[src/rtl/scan_bus_bridge.sv]
`default_nettype none
// ============================================================================
//  Module   : scan_bus_bridge
//  Purpose  : On-chip end of an 87-bit (default) synchronous scan chain that
//             launches single-beat bus reads/writes on each scan_id toggle.
//  Options  : SCAN_BUS_TIMEOUT_EN - abandon a request after TIMEOUT_CYCLES.
//  Revision : 1.0 - initial release
// ============================================================================
module scan_bus_bridge #(
    parameter int ADDR_W         = 20,
    parameter int DATA_W         = 32,
    parameter int SYNC_STAGES    = 2,
    parameter int TIMEOUT_CYCLES = 256
) (
    input  logic              clk,
    input  logic              rst_n,
    input  logic              scan_phi,
    input  logic              scan_phi_bar,
    input  logic              scan_data_in,
    input  logic              scan_load_chip,
    input  logic              scan_load_chain,
    output logic              scan_data_out,
    input  logic              scan_id,
    output logic              mem_req,
    output logic              mem_we,
    output logic [ADDR_W-1:0] mem_addr,
    output logic [DATA_W-1:0] mem_wdata,
    input  logic              mem_ack,
    input  logic [DATA_W-1:0] mem_rdata,
    output logic              busy
);

    localparam int CHAIN_L   = 2 + ADDR_W + 2 * DATA_W + 1;
    localparam int WDATA_LSB = 2 + ADDR_W;

    localparam logic [0:0] ST_IDLE = 1'b0;
    localparam logic [0:0] ST_REQ  = 1'b1;

    // Pad vector bit positions; edge-detected pads occupy the low four bits.
    localparam int P_PHI    = 0;
    localparam int P_PHIB   = 1;
    localparam int P_LCHIP  = 2;
    localparam int P_ID     = 3;
    localparam int P_DATA   = 4;
    localparam int P_LCHAIN = 5;

    logic [5:0]                   pad_in;
    logic [5:0]                   pad_s;
    logic [SYNC_STAGES-1:0][5:0]  sync_q, sync_d;
    logic [3:0]                   dly_q, dly_d;
    logic [3:0]                   edge_q, edge_d;

    logic                         phi_rise, phib_rise, lchip_rise, id_edge;

    logic                         master_q, master_d;
    logic [CHAIN_L-1:0]           chain_q, chain_d;
    logic                         sh_wen_q, sh_wen_d;
    logic                         sh_ren_q, sh_ren_d;
    logic [ADDR_W-1:0]            sh_addr_q, sh_addr_d;
    logic [DATA_W-1:0]            sh_wdata_q, sh_wdata_d;

    logic [0:0]                   state_q, state_d;
    logic                         mem_we_q, mem_we_d;
    logic [ADDR_W-1:0]            mem_addr_q, mem_addr_d;
    logic [DATA_W-1:0]            mem_wdata_q, mem_wdata_d;
    logic [DATA_W-1:0]            rdata_cap_q, rdata_cap_d;
    logic                         ready_cap_q, ready_cap_d;

    logic                         launch_wr, launch_rd, launch;
    logic                         timeout_hit;

    assign pad_in = {scan_load_chain, scan_data_in, scan_id,
                     scan_load_chip, scan_phi_bar, scan_phi};
    assign pad_s  = sync_q[SYNC_STAGES-1];

    // Edge pulses are registered, adding one cycle after the synchronizer.
    always_comb begin
        sync_d = {sync_q[SYNC_STAGES-2:0], pad_in};
        dly_d  = pad_s[3:0];
        edge_d = {pad_s[P_ID] ^ dly_q[P_ID], pad_s[2:0] & ~dly_q[2:0]};
    end

    assign phi_rise   = edge_q[P_PHI];
    assign phib_rise  = edge_q[P_PHIB];
    assign lchip_rise = edge_q[P_LCHIP];
    assign id_edge    = edge_q[P_ID];

    always_comb begin
        master_d   = master_q;
        chain_d    = chain_q;
        sh_wen_d   = sh_wen_q;
        sh_ren_d   = sh_ren_q;
        sh_addr_d  = sh_addr_q;
        sh_wdata_d = sh_wdata_q;
        if (phi_rise) begin
            master_d = pad_s[P_DATA];
        end
        if (phib_rise) begin
            if (pad_s[P_LCHAIN]) begin
                chain_d = {ready_cap_q, rdata_cap_q, sh_wdata_q, sh_addr_q, sh_ren_q, sh_wen_q};
            end else begin
                chain_d = {master_q, chain_q[CHAIN_L-1:1]};
            end
        end
        // Loads from the pre-update chain so a coincident shift does not leak in.
        if (lchip_rise) begin
            sh_wen_d   = chain_q[0];
            sh_ren_d   = chain_q[1];
            sh_addr_d  = chain_q[ADDR_W+1:2];
            sh_wdata_d = chain_q[WDATA_LSB +: DATA_W];
        end
    end

    assign launch_wr = id_edge & sh_wen_q;
    assign launch_rd = id_edge & ~sh_wen_q & sh_ren_q;
    assign launch    = launch_wr | launch_rd;

    // FSM: state register
    always_ff @(posedge clk) begin
        if (!rst_n) begin
            state_q <= ST_IDLE;
        end else begin
            state_q <= state_d;
        end
    end

    // FSM: next-state logic
    always_comb begin
        state_d = state_q;
        case (state_q)
            ST_IDLE: if (launch) state_d = ST_REQ;
            ST_REQ:  if (mem_ack || timeout_hit) state_d = ST_IDLE;
            default: state_d = ST_IDLE;
        endcase
    end

    // FSM: outputs
    always_comb begin
        mem_req = (state_q == ST_REQ);
        busy    = (state_q == ST_REQ);
    end

`ifdef SCAN_BUS_TIMEOUT_EN
    localparam int              TO_W          = $clog2(TIMEOUT_CYCLES + 1);
    localparam logic [TO_W-1:0] TO_LAST       = TO_W'(TIMEOUT_CYCLES - 1);
    localparam logic [DATA_W-1:0] TIMEOUT_RDATA = DATA_W'(32'hBAD0_0BAD);

    logic [TO_W-1:0] to_cnt_q, to_cnt_d;

    always_comb begin
        to_cnt_d = (state_q == ST_REQ) ? to_cnt_q + TO_W'(1) : '0;
    end

    always_ff @(posedge clk) begin
        if (!rst_n) begin
            to_cnt_q <= '0;
        end else begin
            to_cnt_q <= to_cnt_d;
        end
    end

    assign timeout_hit = (state_q == ST_REQ) && (to_cnt_q == TO_LAST) && !mem_ack;
`else
    assign timeout_hit = 1'b0;
    // TIMEOUT_CYCLES only shapes the timeout build.
    if (TIMEOUT_CYCLES < 1) begin : g_timeout_off
    end
`endif

    always_comb begin
        mem_we_d    = mem_we_q;
        mem_addr_d  = mem_addr_q;
        mem_wdata_d = mem_wdata_q;
        rdata_cap_d = rdata_cap_q;
        ready_cap_d = ready_cap_q;
        if (state_q == ST_IDLE && launch) begin
            mem_we_d    = launch_wr;
            mem_addr_d  = sh_addr_q;
            mem_wdata_d = launch_wr ? sh_wdata_q : '0;
            ready_cap_d = 1'b0;
        end
        if (state_q == ST_REQ) begin
            if (mem_ack) begin
                ready_cap_d = 1'b1;
                if (!mem_we_q) begin
                    rdata_cap_d = mem_rdata;
                end
            end else if (timeout_hit) begin
`ifdef SCAN_BUS_TIMEOUT_EN
                rdata_cap_d = TIMEOUT_RDATA;
`endif
            end
        end
    end

    always_ff @(posedge clk) begin
        if (!rst_n) begin
            sync_q      <= '0;
            dly_q       <= '0;
            edge_q      <= '0;
            master_q    <= 1'b0;
            chain_q     <= '0;
            sh_wen_q    <= 1'b0;
            sh_ren_q    <= 1'b0;
            sh_addr_q   <= '0;
            sh_wdata_q  <= '0;
            mem_we_q    <= 1'b0;
            mem_addr_q  <= '0;
            mem_wdata_q <= '0;
            rdata_cap_q <= '0;
            ready_cap_q <= 1'b0;
        end else begin
            sync_q      <= sync_d;
            dly_q       <= dly_d;
            edge_q      <= edge_d;
            master_q    <= master_d;
            chain_q     <= chain_d;
            sh_wen_q    <= sh_wen_d;
            sh_ren_q    <= sh_ren_d;
            sh_addr_q   <= sh_addr_d;
            sh_wdata_q  <= sh_wdata_d;
            mem_we_q    <= mem_we_d;
            mem_addr_q  <= mem_addr_d;
            mem_wdata_q <= mem_wdata_d;
            rdata_cap_q <= rdata_cap_d;
            ready_cap_q <= ready_cap_d;
        end
    end

    assign scan_data_out = chain_q[0];
    assign mem_we        = mem_we_q;
    assign mem_addr      = mem_addr_q;
    assign mem_wdata     = mem_wdata_q;

endmodule
`default_nettype wire

[config.mk]
export PLATFORM = sky130hd
export DESIGN_NAME = scan_bus_bridge
export DESIGN_NICKNAME = d
export VERILOG_FILES = /design/src/rtl/scan_bus_bridge.sv
export SDC_FILE = /design/constraint.sdc
export NUM_CORES = 1
export LEC_CHECK = 0
export ABC_AREA = 1
export CAP_MARGIN = 20
export CORE_MARGIN = 3
export CORE_UTILIZATION = 25
export CTS_CLUSTER_SIZE = 10
export DETAILED_ROUTE_END_ITERATION = 10
export GPL_ROUTABILITY_DRIVEN = 1
export PLACE_DENSITY = 0.48
export SLEW_MARGIN = 20
export SYNTH_ARGS = -nofsm -noshare
export SYNTH_HDL_FRONTEND = slang
export SYNTH_SLANG_ARGS = --single-unit
[constraint.sdc]
create_clock -name clk -period 1.8 [get_ports clk]
set_clock_uncertainty 0.05 [all_clocks]
set_input_delay 0.18 -clock clk [delete_from_list [all_inputs] [get_ports clk]]
set_output_delay 0.18 -clock clk [all_outputs]
set_load 0.005 [all_outputs]
==> results.json, run 1 <==
{
  "synth-seq-area-share": 0.4854,
  "tightest_slew_ns": 0.4476,
  "antenna_cells": 0,
  "yosys_warnings": 0,
  "n_fill_cell": 4387,
  "rsz0062_at_grt": "false",
  "layout_commonest_cell": "nand2_1",
  "dpl.hpwl_mm": 15.58,
  "relSlewSlack": 0.7013,
  "grt_use_total": 0.1201,
  "syn_to_final_growth_pct": 22.54,
  "cp_slowest_cell": "clkdlybuf4s50_1",
  "synthesis.nets": 1502,
  "rr_startpoint": "busy",
  "slowest_delay_ns": 0.54,
  "yosysUniqueCellTypes": 21,
  "via_per_inst": 4.296,
  "grt_pass1_vias": 8683,
  "crit_required_ns": 1.57,
  "startpoint_type": "flop",
  "gp_congestion": 0.7076,
  "status": "complete, no violations",
  "path_class": "reg2out",
  "ys_ff_latch": 249,
  "tns_ns": 0,
  "path_buf_inv": 1,
  "cts_buffers": 30,
  "reg2reg_depth": 6,
  "nNetsFinal": 1558,
  "drv_slew": 0,
  "rows": 73,
  "hold_path_end": "sync_d[8]",
  "path_delay_family": "buffers and inverters",
  "grt_max_degree": 70,
  "cap_violations": 0,
  "final_cells": 2052,
  "r2r_slack_ns": 0.23,
  "reg2reg_to": "mem_wdata[28]",
  "period_share": 0.9602,
  "vias": 8816,
  "wl_per_cell_um": 12.84,
  "crit_start": "mem_wdata[1]",
  "power_leakage_nw": 5.372,
  "syn_area_um2": 10270,
  "yosys-top-cells-area": "dfxtp_1, nand2_1, nor2_1, nand3_1, inv_1",
  "cts_tree": "built",
  "crit_chain": "clkdlybuf4s50_1",
  "core_um2": 40190,
  "root_buffer": "clkbuf_16",
  "hold_class": "in2reg",
  "die_w_um": 208.7,
  "path_max_fanout": 2,
  "initial_core_util": 0.2555,
  "drive_gt1_frac": 0.05566,
  "antenna_found_initial": 0,
  "die_h_um": 208.7,
  "ir_worst_vdd_mv": 0.7012,
  "cp_data_arrival_time_ns": 1.50,
  "avgSynthCellArea_um2": 7.028,
  "hold_depth": 3,
  "place_inst": 2005,
  "grt-ovfl-total": 0,
  "ios": 97,
  "cp-end-kind": "primary output",
  "setup_viol": 0,
  "hold_violations": 0,
  "period_minus_slack_ns": 1.728,
  "drc": 0,
  "grt_pass1_wl_mm": 44.64,
  "ant_nets": 0,
  "wirelength_mm": 26.36,
  "max_freq_mhz": 578.6,
  "syn-instance-count": 1461,
  "min-delay-start": "scan_load_chip",
  "yosysTopAreaCell": "dfxtp_1",
  "clkSinkCount": 249,
  "clk_pin_slew_ns": 0.05,
  "dieArea_um2": 43540,
  "cts_max_level": 1,
  "port_buffers": 96,
  "clk_latency_ns": 0.57,
  "yosysTopAreaCellShare": 0.4854,
  "drt_iter0_markers": 516,
  "most-common-layout-cells": "nand2_1, nor2_1, dfxtp_1, nand3_1, inv_1",
  "first_pass_iters": 5,
  "powerDensity_nw_per_um2": 947.8,
  "cts_buffer_depth": 3
}
## how the worst max path moves through the flow
stage	end	cells past startpoint	slack (ns)
2_1_floorplan	mem_wdata[10]	6	0.71
3_3_place_gp	rdata_cap_q[20]	5	0.34
3_5_place_dp	rdata_cap_q[1]	5	0.33
4_1_cts	mem_req	2	0.002
5_1_grt	mem_wdata[1]	1	0.004
6_report	mem_wdata[1]	1	0.07
## sequential cells by signal, summed over array words and instances, names as in the netlist, 4 cells and up
name         flops
rdata_cap_q     32
dly_q            4
mem_wdata       32
edge_q           4
pad_s            6
sh_addr_q       20
mem_addr        20
sh_wdata_q      32
chain_q         87
sync_d           6
## synth_stat cells
cell	count
o21ai_0	55
nand2_1	365
inv_4	1
nand4_1	32
inv_1	128
buf_2	68
nand2_4	1
nor2_4	1
nor3_2	1
dfxtp_1	249
nor2_8	1
a21oi_1	56
nor2_1	286
nand2_2	1
nand3_1	172
buf_6	17
clkbuf_1	12
nand3_2	1
xnor2_1	1
inv_2	4
buf_4	9
## stage by stage
step	cell area (um^2)	hold slack, ns	worst slack (ns)	power (mW)	utilization
4_1_cts	12560	0.05441	0.002022	12.18	0.3126
3_3_place_gp	11630	0.3128	0.3416	6.546	0.2894
6_report	12580	0.09855	0.07160	11.93	0.3131
2_1_floorplan	10270	0.2276	0.7115	6.304	-
5_1_grt	12580	0.07876	0.004383	12.46	0.3131
3_5_place_dp	11630	0.3302	0.3342	6.553	0.2894
## layout make-up
type                       count  area, um^2  area share
tap                          525       656.9     0.05220
inverter                     133       504.2     0.04007
sequential                   249        4997      0.3971
clock inverter                 4       72.57    0.005767
clock buffer                  38       800.8     0.06364
multi-input combinational    973        4138      0.3288
timing repair buffer         130        1414      0.1124
## routing by layer
metal / share of wire / GRT usage / routed length [um]
met5: 0 / 0 / 0
met1: 0.49 / 0.1634 / 12960
met4: 0.020 / 0.03002 / 515
met2: 0.44 / 0.1953 / 11530
met3: 0.051 / 0.02507 / 1355
## cells by family after synthesis
logic type,share of synthesized area
simple gates,0.3480
compound gates,0.05410
xor+xnor,0.0008531
buf+inv,0.1116
flops,0.4854
## where the power goes
part	switching, mW	leakage (nW)	internal [mW]	total [mW]
registers	0.0862	2.02	5.64	5.73
clock network	2.27	0.421	3.23	5.50
logic	0.419	2.93	0.279	0.699
total	2.78	5.37	9.15	11.9
## timing repair
action	CTS	global route
endpoints found under the setup margin	2	4
endpoints found under the hold margin	4	0
hold buffers	1	0
setup buffers	1	2
gates cloned	1	0
gates resized for setup	4	2
Note: power is estimated with default switching activity, not from simulation.
==> run 2, diff against run 1 <==
--- a/config.mk
+++ b/config.mk
@@ -12,7 +12,8 @@
 export CTS_CLUSTER_SIZE = 10
 export DETAILED_ROUTE_END_ITERATION = 10
 export GPL_ROUTABILITY_DRIVEN = 1
-export PLACE_DENSITY = 0.48
+export PLACE_DENSITY = 0.5
+export REMOVE_ABC_BUFFERS = 1
 export SLEW_MARGIN = 20
 export SYNTH_ARGS = -nofsm -noshare
 export SYNTH_HDL_FRONTEND = slang
==> results.json, run 2 (synthesized netlist as in run 1, its figures left out) <==
{
  "status": "complete, no violations",
  "cp_data_arrival_time_ns": 1.49,
  "dpl-instance-area_um2": 11670,
  "most-common-layout-cells": "nand2_1, nor2_1, dfxtp_1, nand3_1, inv_1",
  "path_max_fanout": 3,
  "grt_pass1_vias": 8505,
  "layout_commonest_cell": "nand2_1",
  "ios": 97,
  "power_frac_comb": 0.060,
  "initial_core_util": 0.2555,
  "setup_viol": 0,
  "fin_util": 0.3125,
  "via_per_inst": 4.307,
  "internal_power_mw": 9.117,
  "hold_class": "in2reg",
  "hold_violations": 0,
  "p_sw_mw": 2.754,
  "fin_area_um2": 12560,
  "cts_tree": "built",
  "period_minus_slack_ns": 1.721,
  "vias": 8838,
  "clk_latency_ns": 0.56,
  "crit_chain": "buf_6 -> clkdlybuf4s50_1",
  "ant_nets": 0,
  "crit_start": "busy",
  "syn_to_final_growth_pct": 22.29,
  "n_fill_cell": 4435,
  "core_um2": 40190,
  "drt_iter0_markers": 457,
  "drc": 0,
  "grt_pass1_wl_mm": 43.44,
  "p_total_mw": 11.87,
  "crit_required_ns": 1.57,
  "port_buffers": 96,
  "largest_reg_flops": 87,
  "power_frac_seq": 0.483,
  "switching_share": 0.2320,
  "antenna_found_initial": 0,
  "period_share": 0.9562,
  "rr_startpoint": "busy",
  "slowest_delay_ns": 0.49,
  "tns_ns": 0,
  "clkPwrFrac": 0.457,
  "relSlewSlack": 0.6593,
  "drv_slew": 0,
  "ir_worst_vdd_mv": 0.7257,
  "dpl_worst_slack_ns": 0.3730,
  "tightest_slew_ns": 0.5110,
  "grt-ovfl-total": 0,
  "multiInputGateArea_um2": 4138,
  "regMostFlops": "chain_q",
  "cp_slowest_cell": "clkdlybuf4s50_1",
  "die_h_um": 208.7,
  "power_leakage_nw": 5.349,
  "first_pass_iters": 4,
  "cts_buffer_depth": 3,
  "dpl.hpwl_mm": 15.41,
  "nNetsFinal": 1556,
  "cts_buffers": 30,
  "timing.final.ws_setup_ns": 0.07887,
  "path_class": "reg2out",
  "powerDensity_nw_per_um2": 945.4,
  "min-delay-start": "scan_phi_bar",
  "grt_use_total": 0.1168,
  "dieArea_um2": 43540,
  "cap_violations": 0,
  "clk_pin_slew_ns": 0.06,
  "rows": 73,
  "rsz0062_at_grt": "false",
  "root_buffer": "clkbuf_16",
  "cts_max_level": 1,
  "clkSinkCount": 249,
  "wirelength_mm": 26.29,
  "die_w_um": 208.7,
  "cp-end-kind": "primary output",
  "grt_max_degree": 108,
  "antenna_cells": 0,
  "startpoint_type": "flop",
  "max_freq_mhz": 581.0,
  "wl_per_cell_um": 12.81,
  "regArea_um2": 4994,
  "drive_gt1_frac": 0.05305,
  "gp_congestion": 0.7158
}
run 2: changes by cell type in the layout (fill, tap and decap cells not counted), sizes merged:
cell,previous run,this run
buf,33,32
clkbuf,38,40
bufbuf,1,0
run 2: area by class of cell:
type                       count  area share
clock buffer                  40     0.06357
multi-input combinational    973      0.3295
timing repair buffer         128      0.1121
inverter                     133     0.04016
tap                          525     0.05231
clock inverter                 4    0.004683
sequential                   249      0.3977
run 2: layer usage:
metal  GRT usage  up-vias  wire length (um)
met5           0        -                 0
li1            -     4651                 -
met2      0.1898      146             11340
met1      0.1611     4004             13170
met3     0.02252       37              1223
met4     0.02702        0               550
run 2: what timing repair did:
item	in CTS	in global routing
hold buffers	1	0
setup endpoints to repair	3	1
hold endpoints to repair	5	0
resized for setup	2	1
setup buffers	1	0
cloned	0	0
run 2: final timing paths:
path | to | slack [ns] | cells past startpoint
max reg2reg | rdata_cap_q[23] | 0.26 | 7
min reg2reg | edge_q[0] | 0.34 | 1
max | busy | 0.08 | 2
min | sync_d[7] | 0.11 | 3
run 2: critical path, delay by kind of cell, from the launching register on:
family,cells,cell delay [ns]
buf+inv,2,0.61
flops,1,0.34
run 2: power by group through the flow:
stage          Sequential [mW]  Clock, mW  Combinational (mW)
2_1_floorplan             5.86          0               0.344
3_3_place_gp              5.85          0               0.712
3_5_place_dp              5.85          0               0.717
4_1_cts                   5.73       5.68               0.721
5_1_grt                   5.74       5.88               0.808
6_report                  5.73       5.43               0.711
run 2: metrics by stage:
| step | hold WS (ns) | instances |
|---|---|---|
| after floorplan | 0.2235 | 1355 |
| after global routing | 0.1090 | 2052 |
| after global placement | 0.3213 | 2006 |
| after detailed placement | 0.3226 | 2006 |
| after CTS | 0.08044 | 2052 |
| final | 0.1116 | 2052 |
==> run 3, diff against run 2 <==
--- a/config.mk
+++ b/config.mk
@@ -6,7 +6,7 @@
 export NUM_CORES = 1
 export LEC_CHECK = 0
 export ABC_AREA = 1
-export CAP_MARGIN = 20
+export CAP_MARGIN = 5
 export CORE_MARGIN = 3
 export CORE_UTILIZATION = 25
 export CTS_CLUSTER_SIZE = 10
==> results of run 3 <==
Same layout as run 2: the final DEF is identical, and so are final timing and power.
